### src/rtl/pipeline_pkg.sv
// Shared types for the LEGv8 MEM stage: FSM states, fault codes and the
// EX/MEM and MEM/WB pipeline-register layouts.
package pipeline_pkg;

  localparam int XLEN = 64;

  typedef enum logic [1:0] {
    IDLE  = 2'd0,
    WAIT  = 2'd1,
    FAULT = 2'd2
  } mem_state_t;

  localparam logic [1:0] FAULT_NONE     = 2'b00;
  localparam logic [1:0] FAULT_MISALIGN = 2'b01;
  localparam logic [1:0] FAULT_TIMEOUT  = 2'b10;

  typedef struct packed {
    logic            valid;
    logic            branch;
    logic            mem_read;
    logic            mem_write;
    logic            reg_write;
    logic            mem_to_reg;
    logic            zero;
    logic [4:0]      write_reg;
    logic [XLEN-1:0] pc_branch;
    logic [XLEN-1:0] alu_result;
    logic [XLEN-1:0] write_data;
  } exmem_t;

  typedef struct packed {
    logic            valid;
    logic            reg_write;
    logic            mem_to_reg;
    logic [4:0]      write_reg;
    logic [XLEN-1:0] alu_result;
    logic [XLEN-1:0] read_data;
  } memwb_t;

endpackage

### src/rtl/flopenrc.sv
// Pipeline register with synchronous reset, load enable and clear-to-bubble.
module flopenrc #(
  parameter int W = 8
) (
  input  logic         clk,
  input  logic         reset,
  input  logic         en,
  input  logic         clear,
  input  logic [W-1:0] d,
  output logic [W-1:0] q
);

  always_ff @(posedge clk) begin
    if (reset)     q <= '0;
    else if (en)   q <= clear ? '0 : d;
  end

endmodule

### src/rtl/memory_access.sv
// LEGv8 MEM stage: EX/MEM register, branch resolve, ready-handshaked data
// memory access with timeout/misalign faults, and the MEM/WB register.
module memory_access
  import pipeline_pkg::*;
#(
  parameter int N       = 64,
  parameter int TIMEOUT = 16
) (
  input  logic         clk,
  input  logic         reset,
  input  logic         valid_E,
  input  logic [N-1:0] PCBranch_E,
  input  logic [N-1:0] aluResult_E,
  input  logic [N-1:0] writeData_E,
  input  logic         zero_E,
  input  logic [4:0]   writeReg_E,
  input  logic         Branch_E,
  input  logic         MemRead_E,
  input  logic         MemWrite_E,
  input  logic         RegWrite_E,
  input  logic         MemtoReg_E,
  output logic         dm_req,
  output logic         dm_we,
  output logic [N-1:0] dm_addr,
  output logic [N-1:0] dm_wdata,
  input  logic         dm_ready,
  input  logic [N-1:0] dm_rdata,
  output logic         stall_M,
  output logic         PCSrc_M,
  output logic [N-1:0] PCBranch_M,
  output logic         valid_W,
  output logic         RegWrite_W,
  output logic         MemtoReg_W,
  output logic [4:0]   writeReg_W,
  output logic [N-1:0] aluResult_W,
  output logic [N-1:0] readData_W,
  output logic         fault,
  output logic [1:0]   fault_code
);

  localparam int CW = $clog2(TIMEOUT + 1);

  if (N != XLEN) begin : g_width_check
    $error("memory_access: N must equal pipeline_pkg::XLEN");
  end

  exmem_t     ex_d, ex_q;
  memwb_t     wb_d, wb_q;
  mem_state_t state, state_n;
  logic [CW-1:0] cnt, cnt_n;
  logic [1:0] fcode_n;
  logic       mem_op, aligned;

  always_comb begin
    ex_d            = '0;
    ex_d.valid      = valid_E;
    ex_d.branch     = Branch_E;
    ex_d.mem_read   = MemRead_E;
    ex_d.mem_write  = MemWrite_E;
    ex_d.reg_write  = RegWrite_E;
    ex_d.mem_to_reg = MemtoReg_E;
    ex_d.zero       = zero_E;
    ex_d.write_reg  = writeReg_E;
    ex_d.pc_branch  = PCBranch_E;
    ex_d.alu_result = aluResult_E;
    ex_d.write_data = writeData_E;
  end

  flopenrc #(.W($bits(exmem_t))) u_exmem (
    .clk(clk), .reset(reset), .en(~stall_M), .clear(1'b0), .d(ex_d), .q(ex_q)
  );

  assign mem_op     = ex_q.valid & (ex_q.mem_read | ex_q.mem_write);
  assign aligned    = (ex_q.alu_result[2:0] == 3'b000);
  assign dm_addr    = ex_q.alu_result;
  assign dm_wdata   = ex_q.write_data;
  assign dm_we      = ex_q.mem_write;
  assign PCSrc_M    = ex_q.valid & ex_q.branch & ex_q.zero;
  assign PCBranch_M = ex_q.pc_branch;

  always_comb begin
    state_n = state;
    cnt_n   = cnt;
    fcode_n = fault_code;
    dm_req  = 1'b0;
    stall_M = 1'b0;
    unique case (state)
      IDLE: begin
        if (mem_op && !aligned) begin
          // hold the offending instruction in EX/MEM while faulting
          stall_M = 1'b1;
          state_n = FAULT;
          fcode_n = FAULT_MISALIGN;
        end else if (mem_op) begin
          dm_req = 1'b1;
          if (!dm_ready) begin
            stall_M = 1'b1;
            state_n = WAIT;
            cnt_n   = CW'(1);
          end
        end
      end
      WAIT: begin
        dm_req  = 1'b1;
        stall_M = ~dm_ready;
        if (dm_ready) begin
          state_n = IDLE;
          cnt_n   = '0;
        end else if (cnt == CW'(TIMEOUT)) begin
          state_n = FAULT;
          fcode_n = FAULT_TIMEOUT;
        end else begin
          cnt_n = cnt + CW'(1);
        end
      end
      FAULT: stall_M = 1'b1;
      default: state_n = IDLE;
    endcase
  end

  always_ff @(posedge clk) begin
    if (reset) begin
      state      <= IDLE;
      cnt        <= '0;
      fault_code <= FAULT_NONE;
    end else begin
      state      <= state_n;
      cnt        <= cnt_n;
      fault_code <= fcode_n;
    end
  end

  assign fault = (state == FAULT);

  always_comb begin
    wb_d            = '0;
    wb_d.valid      = ex_q.valid;
    wb_d.reg_write  = ex_q.reg_write;
    wb_d.mem_to_reg = ex_q.mem_to_reg;
    wb_d.write_reg  = ex_q.write_reg;
    wb_d.alu_result = ex_q.alu_result;
    wb_d.read_data  = ex_q.mem_read ? dm_rdata : '0;
  end

  // A stalled cycle sends a bubble down to writeback.
  flopenrc #(.W($bits(memwb_t))) u_memwb (
    .clk(clk), .reset(reset), .en(1'b1), .clear(stall_M), .d(wb_d), .q(wb_q)
  );

  assign valid_W     = wb_q.valid;
  assign RegWrite_W  = wb_q.reg_write;
  assign MemtoReg_W  = wb_q.mem_to_reg;
  assign writeReg_W  = wb_q.write_reg;
  assign aluResult_W = wb_q.alu_result;
  assign readData_W  = wb_q.read_data;

endmodule

### config.mk
export PLATFORM = sky130hd
export DESIGN_NAME = memory_access
export DESIGN_NICKNAME = d
export VERILOG_FILES = /design/src/rtl/pipeline_pkg.sv /design/src/rtl/flopenrc.sv /design/src/rtl/memory_access.sv
export SDC_FILE = /design/constraint.sdc
export NUM_CORES = 1
export LEC_CHECK = 0
export ABC_AREA = 1
export CORE_AREA = 3 3 231 233
export DETAILED_ROUTE_END_ITERATION = 8
export DIE_AREA = 0 0 234 236
export GPL_ROUTABILITY_DRIVEN = 0
export GPL_TIMING_DRIVEN = 1
export HOLD_SLACK_MARGIN = 0.02
export PLACE_DENSITY_LB_ADDON = 0.12
export SYNTH_ARGS = -nofsm -noshare
export SYNTH_HDL_FRONTEND = slang
export SYNTH_SLANG_ARGS = --single-unit
### constraint.sdc
create_clock -name clk -period 1.8 [get_ports clk]
set_clock_uncertainty 0.1 [all_clocks]
set_input_delay 0.54 -clock clk [delete_from_list [all_inputs] [get_ports clk]]
set_output_delay 0.54 -clock clk [all_outputs]
set_load 0.05 [all_outputs]
==> metrics.md, run 1 <==
| Metric | Value |
|---|---|
| Status | finished with violations |
| Violated checks | setup timing |
| Dpl hpwl | a little over 40000 um |
| Top Ports | approximately 610 |
| Leading cell type in the layout, fill and taps excluded | sky130_fd_sc_hd__buf_12 |
| Total overflow reported by the global router | 0 |
| DRC | 0 |
| Instance count after placement with tap cells included | roughly 3100 |
| Type of element launching the critical path | flop |
| Power per cell area | 1431 nW/um^2 |
| Area inside the core boundary | 51410 um^2 |
| Final Routed Wirelength | 54910 um |
| Launch point of the worst reg-to-reg path | u_exmem.q[203] |
| Via Count | roughly 14000 |
| Global-route usage over all layers | 18.32% |
| Via count of the first global-routing pass | about 13000 |
| Starting density of the core | 29.78% |
| CP endpoint kind | output port |
| Setup slack of the most critical reg-to-reg path | -90 ps |
| Multi-input gate area in the final layout | approximately 5200 um^2 |
| Clock latency at the later pin of the worst-skew pair | ~550 ps |
| Simple-Gate Fraction of Synth Area | a little over a fifth |
| Summed area of non-filler cells in the final layout | 27550 um^2 |
| Slew at the pin with the worst max-slew slack | 302.6 ps |
| Min-Delay Path Class | flop to flop |
| Static leakage power | roughly 13 nW |
| Rel. slew slack | between 70% and 80% |
| Root Driver | sky130_fd_sc_hd__clkbuf_16 |
| Final setup vio count | 254 |
| Clock buffer count from CTS | 42 |
| Cell depth of the worst flop-to-flop path | 12 |
| Final Cycle Share | 128.0% |
| Synthesized flop and latch total | 349 |
| Storage cell area | about 7100 um^2 |
| Unique cell type count in the Yosys netlist | 23 |
| Number of hold-slack violations in the final timing report | 0 |
| Die H | 236 um |
| Clock-pin transition on the worst setup and hold timing paths | roughly 50 ps |
| Slack of the critical path | -504.1 ps |
| Buffers added on ports | between 600 and 700 |
| Iter 0 DRT Violations | a little under 500 |
| Initial antenna violation count | 6 |
| Area share of the leading cell type in the synthesized netlist | 45.63% |
| Maximum achievable frequency | roughly 430 MHz |
| RR Endpoint | u_exmem.q[121] |
| Post-Syn Instances | 2051 |
| Unrepaired setup endpoints after global routing | yes |
| Launching instance or port of the critical path | u_exmem.q[200] |
| Accumulated negative setup slack | -11510 ps |
| Fraction of the mapped netlist area in adder cells | less than 1% |
| Average instance area after synthesis | about 7.5 um^2 |
| Largest family of logic cells by synthesized area | buffers and inverters |
| Total standard cell area after synthesis | about 15000 um^2 |
| Worst hold-check slack | around 320 ps |
| Total Die Area | between 50000 and 60000 um^2 |
| Setup CP Type | flop to output port |
| Vias per inst | around 4.2 |
| Final core occ | 53.60% |
| Number of routed nets with antenna violations | 0 |
| Post-placement cell area | ~25000 um^2 |
| Number of maximum-capacitance violations | 0 |
| Layout Cells excl Fill | around 3300 |
| Maximum buffer depth of the clock tree | 3 |
| Multiplexer share of the synthesized area | 0% |
| Most frequent cells in the layout | 369 x sky130_fd_sc_hd__buf_12, 348 x sky130_fd_sc_hd__inv_1, 342 x sky130_fd_sc_hd__nor2_1 |
| Minimum clock period | 2304 ps |
| Synthesized net count | 2324 |
| Fraction of the mapped netlist area in compound gates | a little under a tenth |
| Total number of H-tree levels | 2 |
| CP Capture Point | stall_M |
| Endpoint required time on the critical path | around 1200 ps |
| Global-route wire length before repair | 78420 um |
| Yosys warns | 0 |
| Pin count of the biggest net entering global routing | 40 |
| Fraction of layout instances using a drive strength above 1 | 32.65% |
| Final-report max-slew violation count | 0 |
| CTS Sinks | approximately 350 |
| Count of TritonRoute iterations in the first routing pass | 5 |
| IR Drop Worst-Case VDD | ~860 uV |
| Layout filler cell count | around 4700 |
| Library cell with the largest summed area after synthesis | sky130_fd_sc_hd__dfxtp_1 |
| Arrival time at the worst endpoint | roughly 1700 ps |
| CTS tree | built |
| Signed area change from the synthesized netlist to the final layout | 79.95% |
| Wire per inst | about 17 um |
| Top cells by area in the synthesized netlist | sky130_fd_sc_hd__dfxtp_1 46%, sky130_fd_sc_hd__buf_4 9.5%, sky130_fd_sc_hd__inv_1 8.8% |
| # rows | 83 |
| # hold bufs at CTS | 0 |
| Largest fanout on the critical path | 4 |
| Sequential element share of the synthesized area | a little under half |
| Horizontal die dimension | between 200 and 250 um |
| Net total in the final layout | between 2000 and 3000 |
| Post-synthesis xor/xnor area fraction | 0% |
[cell usage after synthesis]
cell / number
sky130_fd_sc_hd__and3_1: 1
sky130_fd_sc_hd__inv_2: 3
sky130_fd_sc_hd__nor2_1: 352
sky130_fd_sc_hd__nand4_4: 1
sky130_fd_sc_hd__nor2_2: 1
sky130_fd_sc_hd__dfxtp_1: 349
sky130_fd_sc_hd__ha_1: 2
sky130_fd_sc_hd__buf_4: 194
sky130_fd_sc_hd__buf_2: 73
sky130_fd_sc_hd__a21oi_1: 131
sky130_fd_sc_hd__nand2_2: 3
sky130_fd_sc_hd__o21ai_0: 5
sky130_fd_sc_hd__buf_6: 28
sky130_fd_sc_hd__a21oi_2: 80
sky130_fd_sc_hd__o211ai_1: 1
sky130_fd_sc_hd__inv_1: 357
sky130_fd_sc_hd__clkbuf_1: 23
sky130_fd_sc_hd__nor2_4: 1
sky130_fd_sc_hd__nand3_1: 212
sky130_fd_sc_hd__nand4_1: 2
sky130_fd_sc_hd__a31oi_1: 1
sky130_fd_sc_hd__nand2_1: 230
sky130_fd_sc_hd__o31ai_1: 1
[cell type report]
class / instances / area share [%]
Timing Repair Buffer: 770 / 42.38
Clock buffer: 62 / 4.528
Clock inverter: 10 / 0.3769
Antenna cell: 4 / 0.03633
Inverter: 360 / 4.986
Timing Repair inverter: 1 / 0.03179
Tap cell: 680 / 3.088
Sequential cell: 349 / 25.75
Multi-Input combinational cell: 1024 / 18.81
[state kept, by name (all words and copies together) (netlist names)]
signal	count
u_exmem.q	204
state	2
u_memwb.q	136
cnt	5
fault_code	2
[cell families after synthesis]
kind of cell,Yosys count
buffers and inverters,678
AND/OR/NAND/NOR,803
AO/OA/AOI/OAI,219
flip-flops,349
adder cells (fa/ha/maj),2
[metal layers]
metal,up-vias,wire length (um),global-route usage [%]
met2,356,27950,32.19
met5,-,23,0
met3,79,4430,6.787
met4,4,1235,4.953
met1,6408,21270,20.71
li1,7006,-,-
[timing repair]
action / CTS / global route
buffers inserted: 8 / 16
resized for setup: 77 / 181
cloned: 0 / 25
endpoints found under the setup margin: 193 / 210
pin swaps: 5 / 10
[power breakdown]
group	total, mW	internal, mW	switching [mW]
logic	19.9	9.61	10.3
registers	11.2	9.41	1.78
clock network	8.36	5.05	3.30
total	39.4	24.1	15.3
[worst min-delay path by stage]
stage / startpoint / end / slack [ps] / cells after the start
after floorplan: u_exmem.q[192] / u_memwb.q[128] / 310 / 2
after global placement: u_exmem.q[198] / u_memwb.q[133] / 320 / 2
after detailed placement: u_exmem.q[192] / u_memwb.q[128] / 320 / 2
after CTS: u_exmem.q[196] / u_memwb.q[132] / 330 / 2
after global routing: u_exmem.q[193] / u_memwb.q[129] / 350 / 2
final: u_exmem.q[196] / u_memwb.q[132] / 320 / 2
[worst max-delay path: stages, from the launching register on]
cell and delay, ps:
sky130_fd_sc_hd__dfxtp_4 350, sky130_fd_sc_hd__nor2_4 90, sky130_fd_sc_hd__nor2_4 50, sky130_fd_sc_hd__buf_4 130
sky130_fd_sc_hd__nand2_2 80, sky130_fd_sc_hd__nand2_4 60, sky130_fd_sc_hd__a21oi_4 150, sky130_fd_sc_hd__inv_2 50
sky130_fd_sc_hd__buf_6 150
[per-stage QoR]
| stage | setup slack [ps] | power (mW) |
|---|---|---|
| 6_report | -504.1 | 39.41 |
| 5_1_grt | -582.0 | 41.31 |
| 3_3_place_gp | -788.4 | 29.31 |
| 2_1_floorplan | -61.80 | 21.38 |
| 4_1_cts | -540.8 | 38.26 |
| 3_5_place_dp | -754.7 | 29.51 |
Power figures use the tool's default switching activity.
==> run 2: changes to the inputs <==
Settings changed: RECOVER_POWER set to 50, SKIP_LAST_GASP set to 1.
==> metrics.md, run 2 (synthesized netlist as in run 1, its figures left out) <==
| Metric | Value |
|---|---|
| Final setup vio count | 252 (-0.79%) |
| Global-route usage over all layers | 18.32% (unchanged) |
| Min-Delay Path Class | flop to flop |
| Largest fanout on the critical path | 4 (unchanged) |
| Static leakage power | 13.02 nW (about the same) |
| Launch instance of the worst min-delay path | u_exmem.q[196] |
| Slack of the critical path | -501.7 ps (+2.451 ps) |
| Dpl hpwl | 40600 um (unchanged) |
| Unrepaired setup endpoints after global routing | yes |
| Top Ports | 606 (unchanged) |
| Cell depth of the worst flop-to-flop path | 12 (unchanged) |
| Register with the highest flop count | u_exmem.q |
| Fraction of layout instances using a drive strength above 1 | 31.99% (-0.66 points) |
| Maximum buffer depth of the clock tree | 3 (unchanged) |
| Number of flip-flops in the largest register | 204 (unchanged) |
| Final-report max-slew violation count | 0 (unchanged) |
| Clock-pin transition on the worst setup and hold timing paths | 50 ps (about the same) |
| Violated checks | setup timing |
| Net total in the final layout | 2821 (unchanged) |
| Most frequent cells in the layout | 369 x sky130_fd_sc_hd__buf_12, 348 x sky130_fd_sc_hd__inv_1, 342 x sky130_fd_sc_hd__nor2_1 |
| Iter 0 DRT Violations | 546 (+13%) |
| Number of maximum-capacitance violations | 0 (unchanged) |
| DRC | 0 (unchanged) |
| Setup CP Type | flop to output port |
| Type of element launching the critical path | flop |
| Die H | 236 um (unchanged) |
| Minimum clock period | 2302 ps (-2.451 ps) |
| Cell at the slowest stage of the critical path | sky130_fd_sc_hd__dfxtp_4 |
| Number of routed nets with antenna violations | 0 (unchanged) |
| Slew at the pin with the worst max-slew slack | 297.1 ps (-5.542 ps) |
| Post-placement cell area | 24690 um^2 (unchanged) |
| Signed area change from the synthesized netlist to the final layout | 79.51% |
| RR Endpoint | u_exmem.q[121] |
| Setup slack of the most critical reg-to-reg path | -90 ps (about the same) |
| Endpoint required time on the critical path | 1160 ps (about the same) |
| Status | finished with violations |
| Wire per inst | 16.82 um (-0.17%) |
| Count of TritonRoute iterations in the first routing pass | 5 (unchanged) |
| Starting density of the core | 29.78% (unchanged) |
| Number of hold-slack violations in the final timing report | 0 (unchanged) |
| Maximum achievable frequency | 434.5 MHz (+0.11%) |
| Arrival time at the worst endpoint | 1660 ps (about the same) |
| Total Die Area | 55220 um^2 (unchanged) |
| Via count of the first global-routing pass | 13210 (unchanged) |
| Clock latency at the later pin of the worst-skew pair | 550 ps (about the same) |
| Summed area of non-filler cells in the final layout | 27490 um^2 (-0.24%) |
| Pin count of the biggest net entering global routing | 40 (unchanged) |
| IR Drop Worst-Case VDD | 853.6 uV (-0.32%) |
| Area inside the core boundary | 51410 um^2 (unchanged) |
| # rows | 83 (unchanged) |
| CTS tree | built |
| Root Driver | sky130_fd_sc_hd__clkbuf_16 |
| Cell type with the highest occurrence count on the critical path | sky130_fd_sc_hd__nor2_4 |
| Rel. slew slack | 80.19% (+0.37 points) |
| Horizontal die dimension | 234 um (unchanged) |
| Total overflow reported by the global router | 0 (unchanged) |
| Final Routed Wirelength | 54820 um (-0.17%) |
| Vias per inst | 4.257 (+0.19%) |
| Leading cell type in the layout, fill and taps excluded | sky130_fd_sc_hd__buf_12 |
| Global-route wire length before repair | 78420 um (unchanged) |
| Final Cycle Share | 127.9% (-0.14 points) |
| Largest registers ranked by flip-flop count | u_exmem.q (204), u_memwb.q (136), cnt (5) |
| Via Count | 13880 (+0.19%) |
| Cell-by-cell trace of the critical path | nor2_4, nor2_4, buf_4, nand2_2, nand2_4, a21oi_4, inv_2, buf_6 |
| # hold bufs at CTS | 0 (unchanged) |
| Buffers added on ports | 605 (unchanged) |
| CTS Sinks | 349 (unchanged) |
| Cell depth of the worst hold path | 2 (unchanged) |
| Clock buffer count from CTS | 42 (unchanged) |
| Power per cell area | 1431 nW/um^2 (about the same) |
| Slowest cell delay on critical path | 350 ps (about the same) |
| CP endpoint kind | output port |
| Pre-CTS setup slack | -754.7 ps (unchanged) |
| Initial antenna violation count | 6 (unchanged) |
| Total number of H-tree levels | 2 (unchanged) |
| Launch point of the worst reg-to-reg path | u_exmem.q[203] |
| End of the worst hold path | u_memwb.q[132] |
==> run 2: cell counts in the layout (fill, tap and decap cells not counted) <==
Identical to the previous run, type by type.
==> run 2: what timing repair did <==
action / in CTS / in global routing
buffers inserted: 8 / 16
resized for setup: 77 / 164
pin swaps: 5 / 8
endpoints found under the setup margin: 193 / 210
gates cloned: 0 / 25
==> run 2: final cells by class <==
| type | count | area (um^2) |
|---|---|---|
| clock buffers | 62 | 1247 |
| inverters | 360 | 1374 |
| clock inverters | 10 | 103.9 |
| multi-input cells | 1024 | 5122 |
| repair inverters | 1 | 8.758 |
| diodes | 4 | 10.01 |
| flip-flops and latches | 349 | 7094 |
| fillers | 4670 | 23920 |
| repair buffers | 770 | 11670 |
| well taps | 680 | 850.8 |
==> run 2: worst max path at each step <==
| stage | end | depth (start not counted) | slack [ps] | startpoint |
|---|---|---|---|---|
| floorplan | dm_req | 4 | -60 | u_exmem.q[200] |
| global placement | stall_M | 7 | -790 | dm_ready |
| detailed placement | stall_M | 7 | -750 | dm_ready |
| CTS | dm_req | 6 | -540 | u_exmem.q[203] |
| global route | stall_M | 8 | -580 | u_exmem.q[200] |
| finish | stall_M | 8 | -500 | u_exmem.q[200] |
==> run 2: through the flow <==
stage | std cells | hold slack (ps) | power (mW) | TNS, ps | utilization, %
floorplan | 2051 | 308.1 | 21.38 | -61.80 | -
global placement | 3139 | 316.6 | 29.31 | -192580 | 48.03
detailed placement | 3139 | 317.2 | 29.51 | -191580 | 48.03
CTS | 3218 | 327.3 | 38.26 | -1829 | 51.04
global route | 3259 | 341.9 | 41.23 | -36330 | 53.46
finish | 3260 | 325.0 | 39.33 | -11980 | 53.47
==> run 2: report_power, final <==
| part | leakage, nW | switching [mW] | internal, mW |
|---|---|---|---|
| Clock | 0.673 | 3.30 | 5.05 |
| Sequential | 2.91 | 1.77 | 9.41 |
| Combinational | 9.44 | 10.2 | 9.57 |
| Total | 13.0 | 15.3 | 24.0 |
==> run 2: per-layer routing <==
metal	track usage, %	vias up	share of wire [%]
li1	-	7006	-
met1	20.71	6423	39
met4	4.953	4	2.3
met5	0	-	0.042
met3	6.787	79	8.2
met2	32.19	367	51
==> run 2: critical path: cells and delay by family (launching register included) <==
| family | cells | cell delay [ps] |
|---|---|---|
| AOI/OAI and AO/OA | 1 | 150 |
| buffers and inverters | 3 | 330 |
| DFF | 1 | 350 |
| and+or+nand+nor | 4 | 290 |
==> run 3: changes to the inputs <==
Settings changed: CORE_AREA 3 3 231 233 to 3 3 234 236, CTS_CLUSTER_SIZE set to 25, DIE_AREA 0 0 234 236 to 0 0 237 239.
Clock period 1.8 ns to 2.15 ns, I/O delays scaled along.
==> metrics.md, run 3 (synthesized netlist as in run 1, its figures left out) <==
| Metric | Value |
|---|---|
| Status | finished with violations |
| Violated checks | setup timing |
| Initial antenna violation count | 5 (-1) |
| Net Sw Frac | 41.49% (+2.6 points) |
| Setup slack of the most critical reg-to-reg path | -60 ps (+30 ps) |
| Min-Delay Path Class | flop to flop |
| Post-placement cell area | 20730 um^2 (-16%) |
| Global-route wire length before repair | 75880 um (-3.2%) |
| Slew at the pin with the worst max-slew slack | 464.1 ps (+167.0 ps) |
| Arrival time at the worst endpoint | 1600 ps (-60 ps) |
| Total overflow reported by the global router | 0 (unchanged) |
| Largest fanout on the critical path | 3 (-1) |
| Wire per inst | 15.88 um (-5.5%) |
| Launching instance or port of the critical path | u_exmem.q[64] |
| Clock latency at the later pin of the worst-skew pair | 550 ps (about the same) |
| Internal power of the cells | 16.42 mW (-32%) |
| Worst hold-check slack | 311.9 ps (-13.11 ps) |
| Global-route usage over all layers | 17.07% (-1.2 points) |
| Slack of the critical path | -198.3 ps (+303.3 ps) |
| Minimum clock period | approximately 2300 ps |
| Horizontal die dimension | 237 um (+1.3%) |
| Rel. slew slack | 69.06% (-11 points) |
| Vias per inst | 4.168 (-2.1%) |
| Static leakage power | 11.44 nW (-12%) |
| Summed area of non-filler cells in the final layout | 22080 um^2 (-20%) |
| Fraction of layout instances using a drive strength above 1 | 25.06% (-6.9 points) |
| Power per cell area | 1271 nW/um^2 (-11%) |
| Via count of the first global-routing pass | 12780 (-3.3%) |
| Clock buffer count from CTS | 42 (unchanged) |
| # hold bufs at CTS | 0 (unchanged) |
| Total Die Area | 56640 um^2 (+2.6%) |
| Die H | 239 um (+1.3%) |
| Unrepaired setup endpoints after global routing | yes |
| Final-report max-slew violation count | 0 (unchanged) |
| End of the worst hold path | u_memwb.q[131] |
| Area inside the core boundary | 52660 um^2 (+2.4%) |
| Dpl hpwl | 39230 um (-3.4%) |
| Type of element launching the critical path | flop |
| Number of routed nets with antenna violations | 0 (unchanged) |
| Endpoint required time on the critical path | 1400 ps (+240 ps) |
| Sequential power share | 30.8% (+2.4 points) |
| Iter 0 DRT Violations | 500 (-8.4%) |
| Signed area change from the synthesized netlist to the final layout | 44.21% |
| Net switching power of the design | 11.64 mW (-24%) |
| Root Driver | sky130_fd_sc_hd__clkbuf_16 |
| Starting density of the core | 29.08% (-0.71 points) |
| CTS Sinks | 349 (unchanged) |
| Number of hold-slack violations in the final timing report | 0 (unchanged) |
| Maximum buffer depth of the clock tree | 3 (unchanged) |
| Top Ports | 606 (unchanged) |
| Pin count of the biggest net entering global routing | 57 (+43%) |
| Largest registers ranked by flip-flop count | u_exmem.q (204), u_memwb.q (136), cnt (5) |
| Buffers added on ports | 605 (unchanged) |
| Number of maximum-capacitance violations | 0 (unchanged) |
| Cell depth of the worst flop-to-flop path | 10 (-2) |
| Clock-pin transition on the worst setup and hold timing paths | 60 ps (about the same) |
| CP endpoint kind | output port |
| Net total in the final layout | 2784 (-1.3%) |
| IR Drop Worst-Case VDD | 516.2 uV (-40%) |
| # rows | 84 (+1.2%) |
| Total number of H-tree levels | 2 (unchanged) |
| Maximum achievable frequency | roughly 430 MHz |
| Accumulated negative setup slack | -444.7 ps (+11530 ps) |
| Number of flip-flops in the largest register | 204 (unchanged) |
| Final setup vio count | 3 (-99%) |
| Cell depth of the worst hold path | 2 (unchanged) |
| Power share of the combinational group | 43.8% (-6.5 points) |
| Final Routed Wirelength | 51220 um (-6.6%) |
| Setup CP Type | flop to output port |
| Register with the highest flop count | u_exmem.q |
| Instance count after placement with tap cells included | 3152 (+0.41%) |
| Most frequent cells in the layout | 413 x sky130_fd_sc_hd__buf_4, 351 x sky130_fd_sc_hd__inv_1, 351 x sky130_fd_sc_hd__nor2_1 |
| Layout filler cell count | 5442 (+17%) |
| DRC | 0 (unchanged) |
| Via Count | 13440 (-3.1%) |
| Clock power frac | 25.4% (+4.2 points) |
| Leading cell type in the layout, fill and taps excluded | sky130_fd_sc_hd__buf_4 |
| Launch point of the worst reg-to-reg path | u_exmem.q[201] |
| Final core occ | 41.93% (-12 points) |
| Count of TritonRoute iterations in the first routing pass | 5 (unchanged) |
| Final Cycle Share | 109.2% |
| Layout Cells excl Fill | 3225 (-1.1%) |
| Launch instance of the worst min-delay path | u_exmem.q[195] |
| RR Endpoint | u_memwb.q[50] |
| CTS tree | built |
[run 3: stage by stage]
stage / power [mW] / worst slack, ps
finish: 28.06 / -198.3
global route: 29.58 / -275.2
CTS: 28.58 / -273.8
detailed placement: 21.21 / -561.2
global placement: 21.10 / -557.1
floorplan: 17.88 / 94.97
[run 3: layout make-up]
cell class	instances	area (um^2)	area share (%)
flip-flops and latches	349	7002	31.71
repair buffers	734	6696	30.33
multi-input cells	1024	4785	21.67
inverters	360	1366	6.188
clock buffers	54	1186	5.372
well taps	688	860.8	3.899
clock inverters	13	176.4	0.7990
diodes	3	7.507	0.03400
[run 3: how the worst max path moves through the flow]
| stage | slack, ps | endpoint |
|---|---|---|
| global route | -280 | stall_M |
| global placement | -560 | stall_M |
| detailed placement | -560 | stall_M |
| CTS | -270 | dm_req |
| finish | -200 | dm_req |
| floorplan | 90 | dm_req |
[run 3: routing by layer]
layer / routed length, um / GRT usage, %
met1: 21560 / 20.87
met2: 24850 / 28.97
met3: 3691 / 5.042
met4: 1090 / 5.259
met5: 24 / 0
[run 3: power by group through the flow]
stage | Sequential, mW | Clock, mW | Combinational, mW
CTS | 8.63 | 7.43 | 12.5
floorplan | 9.68 | 0 | 8.20
global placement | 8.71 | 0 | 12.4
detailed placement | 8.74 | 0 | 12.5
global route | 8.78 | 7.65 | 13.1
finish | 8.63 | 7.14 | 12.3
[run 3: what timing repair did]
item                                   4_1_cts  5_1_grt
setup endpoints to repair                    3        4
resized for setup                           14       12
setup buffers                                2        1
pin swaps                                    4        5
endpoints found under the hold margin        0        0
[run 3: worst max-delay path, cell delays in order, from the launching register on]
cell	delay, ps
sky130_fd_sc_hd__dfxtp_2	330
sky130_fd_sc_hd__inv_2	80
sky130_fd_sc_hd__nand3_4	80
sky130_fd_sc_hd__buf_6	130
sky130_fd_sc_hd__o31ai_4	250
sky130_fd_sc_hd__buf_12	180
